[src/rtl/seq_detect_param.sv]
// rtl/seq_detect_param.sv - parametrised Moore serial pattern detector with KMP fallback table
module seq_detect_param #(
  parameter int             LEN     = 4,
  parameter logic [LEN-1:0] PATTERN = 4'b1011,
  parameter int             CNT_W   = 8
) (
  input  logic                       clk,
  input  logic                       rst,
  input  logic                       signal,
  input  logic                       en,
  input  logic                       clr,
  input  logic                       overlap,
  output logic                       out,
  output logic [$clog2(LEN+1)-1:0]   state,
  output logic [CNT_W-1:0]           match_cnt
);

  localparam int             SW    = $clog2(LEN + 1);
  localparam int             NS    = 1 << SW;
  localparam logic [SW-1:0]  LEN_S = SW'(LEN);

  // Longest pattern prefix that is a suffix of (first k pattern bits, then b).
  // Evaluated only on constants, so it collapses to a fixed table.
  function automatic logic [SW-1:0] delta(input int k, input logic b);
    int             best;
    int             m;
    logic           ok;
    logic           sb;
    logic [LEN-1:0] sh;
    best = 0;
    for (int j = 1; j <= LEN; j++) begin
      if (j <= k + 1) begin
        ok = 1'b1;
        for (int i = 0; i < LEN; i++) begin
          if (i < j) begin
            m = k + 1 - j + i;
            if (m < k) begin
              sh = PATTERN >> (LEN - 1 - m);
              sb = sh[0];
            end else begin
              sb = b;
            end
            sh = PATTERN >> (LEN - 1 - i);
            if (sb != sh[0]) ok = 1'b0;
          end
        end
        if (ok) best = j;
      end
    end
    return best[SW-1:0];
  endfunction

  logic [SW-1:0] nxt0 [NS];
  logic [SW-1:0] nxt1 [NS];

  // Transition table; encodings above LEN fall back to state 0.
  // Row LEN equals delta(border(LEN), b), i.e. the overlapping continuation.
  for (genvar k = 0; k < NS; k++) begin : g_tbl
    localparam logic [SW-1:0] N0 = (k <= LEN) ? delta(k, 1'b0) : '0;
    localparam logic [SW-1:0] N1 = (k <= LEN) ? delta(k, 1'b1) : '0;
    assign nxt0[k] = N0;
    assign nxt1[k] = N1;
  end

  logic [SW-1:0]    state_q, state_d, nb;
  logic             out_q;
  logic [CNT_W-1:0] cnt_q;

  // Next state: table lookup, restart from 0 after a match when not overlapping.
  always_comb begin
    nb = signal ? nxt1[state_q] : nxt0[state_q];
    if (state_q == LEN_S && !overlap) begin
      nb = signal ? nxt1[0] : nxt0[0];
    end
    state_d = state_q;
    if (clr) begin
      state_d = '0;
    end else if (en) begin
      state_d = nb;
    end
  end

  // State, registered match flag and saturating match counter.
  always_ff @(posedge clk or negedge rst) begin
    if (!rst) begin
      state_q <= '0;
      out_q   <= 1'b0;
      cnt_q   <= '0;
    end else begin
      state_q <= state_d;
      out_q   <= (state_d == LEN_S);
      if (clr) begin
        cnt_q <= '0;
      end else if (en && state_d == LEN_S && cnt_q != '1) begin
        cnt_q <= cnt_q + 1'b1;
      end
    end
  end

  assign out       = out_q;
  assign state     = state_q;
  assign match_cnt = cnt_q;

endmodule

[config.mk]
export PLATFORM = sky130hd
export DESIGN_NAME = seq_detect_param
export DESIGN_NICKNAME = d
export VERILOG_FILES = /design/src/rtl/seq_detect_param.sv
export SDC_FILE = /design/constraint.sdc
export NUM_CORES = 1
export LEC_CHECK = 0
export CAP_MARGIN = 20
export CORE_MARGIN = 2
export CORE_UTILIZATION = 48
export CTS_BUF_LIST = sky130_fd_sc_hd__clkbuf_2 sky130_fd_sc_hd__clkbuf_4 sky130_fd_sc_hd__clkbuf_8
export DETAILED_ROUTE_END_ITERATION = 8
export GPL_TIMING_DRIVEN = 0
export PLACE_DENSITY = 0.78
export SLEW_MARGIN = 15
export SYNTH_ARGS = -nofsm -noshare
export SYNTH_HDL_FRONTEND = slang
export SYNTH_SLANG_ARGS = --single-unit
[constraint.sdc]
create_clock -name clk -period 2.05 [get_ports clk]
set_clock_uncertainty 0.2 [all_clocks]
set_input_delay 0.41 -clock clk [delete_from_list [all_inputs] [get_ports clk]]
set_output_delay 0.41 -clock clk [all_outputs]
set_load 0.005 [all_outputs]
==> results_dict.tcl, run 1 <==
set metrics [dict create \
    worst-r2r-setup-slack_ns 0.16 \
    seqCellArea_um2 300 \
    grt_first_pass_wirelength_um 1960 \
    die_w_um 40.8 \
    clock-sinks 12 \
    min_path_type "primary input to asynchronous set/reset pin" \
    rows 13 \
    nets 96 \
    p_int_uw 327 \
    required_ns 1.44 \
    finalSetupViolations 0 \
    h-tree-depth 1 \
    worst_slack_ns 0.127 \
    cts_tree "built" \
    max_stage_delay_ns 0.56 \
    drc 0 \
    crit_arrival_ns 1.31 \
    syn_area_per_cell_um2 9.71 \
    initial_core_util 0.506 \
    yosysWarnings 0 \
    dp_slack_ns -0.281 \
    leakage_nw 0.351 \
    seq_area_frac_synth 0.462 \
    die_y_um 40.8 \
    criticalPathCategory "register to primary output" \
    p_sw_frac 0.228 \
    final_cells 102 \
    final_layout_size_suffix_gt1_frac 0.0920 \
    cp_top_family "buffers and inverters" \
    status "finished, final reports clean" \
    ioPinCount 18 \
    fmax_mhz 520 \
    start_kind "register" \
    dp_hpwl_um 931 \
    clkSlewWorstSetupHoldPaths_ns 0.07 \
    dr.first_iter.drc_count 7 \
    yosysUniqueCellTypes 28 \
    gp_congestion 0.743 \
    placed_cells_incl_taps 99 \
    min_period_ns 1.92 \
    n_fill_cell 109 \
    placed_cell_area_um2 840 \
    post_drt_wl_per_cell_um 12.8 \
    peakVddDrop_mv 0.336 \
    synth-seq-cells 12 \
    worstRegToRegCells 5 \
    cp-end-kind "primary output" \
    max-cap-violations 0 \
    ant_nets 0 \
    powerDensity_nw_per_um2 481 \
    switchingPower_uw 96.4 \
    syn_nets 74 \
    r2r-end "match_cnt[6]$_DFFE_PN0P_" \
    core-area_um2 1280 \
    grt_pass1_vias 445 \
    insertion_delay_ns 0.26 \
    synth_cells 67 \
    cp_slowest_cell "clkdlybuf4s50_1" \
    rsz0062_at_grt "no" \
    critPathBufInv 1 \
    final_core_util 0.685 \
    final_area_um2 880 \
    finalHoldViolations 0 \
    grt_remaining_overflow 0 \
    cts-root-buf "clkbuf_4" \
    drv_slew 0 \
    via_per_inst 5.78 \
    path_cells "clkdlybuf4s50_1" \
    clockBufferDepth 2 \
    ctsHoldBuffers 0 \
    wirelength_um 1310 \
    crit_fanout 7 \
    numCtsBuffers 3 \
    combPwrFrac 0.091 \
    area_growth_pct 35.2 \
    grt_max_degree 13 \
    multi_input_area_um2 355 \
    finalHoldWorstSlack_ns 0.291 \
    via_count 590 \
    grt_util_all_layers 0.184 \
    dieArea_um2 1670 \
    port_buffers 17 \
    synth_area_um2 651 \
    pwr-share-seq 0.577 \
    n_antenna_cell 0 \
    p_clk_frac 0.332 \
    fin_crit_sh 0.938 \
    antenna_found_initial 0 \
    firstDrtPassIters 4 \
    relSlewSlack 0.644 \
    r2r_start "match_cnt[0]$_DFFE_PN0P_" \
    tightest_slew_ns 0.533 \
]
## timing repair
| action | CTS | global route |
|---|---|---|
| pin swaps | 0 | 0 |
| hold endpoints to repair | 0 | 0 |
| setup buffers | 0 | 0 |
| gates resized for setup | 0 | 4 |
| endpoints found under the setup margin | 1 | 4 |
| cloned | 0 | 0 |
## synth_stat cells, drive strengths merged
cell     count  share of area
a21oi        7          0.054
a2bb2oi      1          0.013
a31oi        1         0.0096
and3b        1          0.013
and4bb       2          0.038
clkbuf       1         0.0058
dfrtp       12           0.46
ha           1          0.019
inv          1         0.0058
mux2i        2          0.031
nand2        4          0.023
nand2b       3          0.029
nand3        5          0.038
nand3b       1          0.012
nand4        1         0.0096
nor2         5          0.029
nor2b        1         0.0096
nor3         2          0.015
nor3b        1          0.012
nor4         1         0.0096
o2111ai      1          0.023
o21ai        4          0.031
o221ai       1          0.013
o31ai        2          0.023
or3          4          0.046
or4          1          0.012
xor2         1          0.013
## sequential cells by signal, summed over array words and instances, names as in the netlist
register / count
match_cnt: 8
state: 3
out: 1
## cell families after synthesis
kind of cell	count (synthesis)	share of synthesized area
and+or+nand+nor	32	0.296
AOI/OAI and AO/OA	17	0.167
DFF	12	0.462
buffers and inverters	2	0.0115
muxes	2	0.0308
xor gates and xnor gates	1	0.0135
adders and majority gates	1	0.0192
## layer usage
layer | global-route usage | share of wire
met1 | 0.253 | 0.48
met3 | 0.0326 | 0.040
met4 | 0.100 | 0.014
met5 | 0 | 0
met2 | 0.270 | 0.46
## metrics by stage
| step | setup TNS [ns] | power [mW] |
|---|---|---|
| 2_1_floorplan | 0 | 0.261 |
| 3_3_place_gp | -0.959 | 0.286 |
| 3_5_place_dp | -1.19 | 0.286 |
| 4_1_cts | -0.0238 | 0.425 |
| 5_1_grt | 0 | 0.443 |
| 6_report | 0 | 0.423 |
## layout make-up
class                   instances  area share
repair buffers                 17       0.199
well taps                      15      0.0213
clock buffers                   3      0.0256
plain buffers                   1     0.00427
flip-flops and latches         12       0.341
inverters                       1     0.00427
multi-input cells              53       0.404
## how the worst max path moves through the flow
stage,start,to,cells past startpoint
global placement,en,match_cnt[6]$_DFFE_PN0P_,5
global route,match_cnt[0]$_DFFE_PN0P_,match_cnt[6]$_DFFE_PN0P_,5
CTS,en,match_cnt[6]$_DFFE_PN0P_,5
finish,state[1]$_DFF_PN0_,state[1],1
detailed placement,en,match_cnt[6]$_DFFE_PN0P_,5
floorplan,match_cnt[0]$_DFFE_PN0P_,match_cnt[6]$_DFFE_PN0P_,5
## placed cells by master (no fill, tap or decap), types with 2 or more instances in the layout
master / instances
clkdlybuf4s50_1: 15
dfrtp_1: 12
a21oi_1: 7
nand3_1: 5
nor2_1: 5
nand2_1: 4
o21ai_0: 4
nand2b_1: 3
or3_1: 3
clkbuf_4: 3
and4bb_2: 2
o31ai_1: 2
nor3_1: 2
mux2i_1: 2
dlymetal6s2s_1: 2
## power by group through the flow
stage | Clock, mW | Combinational (mW) | Sequential [mW]
6_report | 0.140 | 0.0385 | 0.244
5_1_grt | 0.156 | 0.0428 | 0.244
4_1_cts | 0.143 | 0.0383 | 0.243
3_5_place_dp | 0 | 0.0383 | 0.248
3_3_place_gp | 0 | 0.0377 | 0.248
2_1_floorplan | 0 | 0.0130 | 0.248
Power figures use the tool's default switching activity.
==> inputs of run 2 (changes only) <==
--- a/config.mk
+++ b/config.mk
@@ -9,10 +9,10 @@
 export CORE_MARGIN = 2
 export CORE_UTILIZATION = 48
 export CTS_BUF_LIST = sky130_fd_sc_hd__clkbuf_2 sky130_fd_sc_hd__clkbuf_4 sky130_fd_sc_hd__clkbuf_8
+export CTS_CLUSTER_SIZE = 20
 export DETAILED_ROUTE_END_ITERATION = 8
 export GPL_TIMING_DRIVEN = 0
 export PLACE_DENSITY = 0.78
-export SLEW_MARGIN = 15
 export SYNTH_ARGS = -nofsm -noshare
 export SYNTH_HDL_FRONTEND = slang
 export SYNTH_SLANG_ARGS = --single-unit
==> results of run 2 <==
The final DEF is identical to that of run 1; final timing and power are the same.
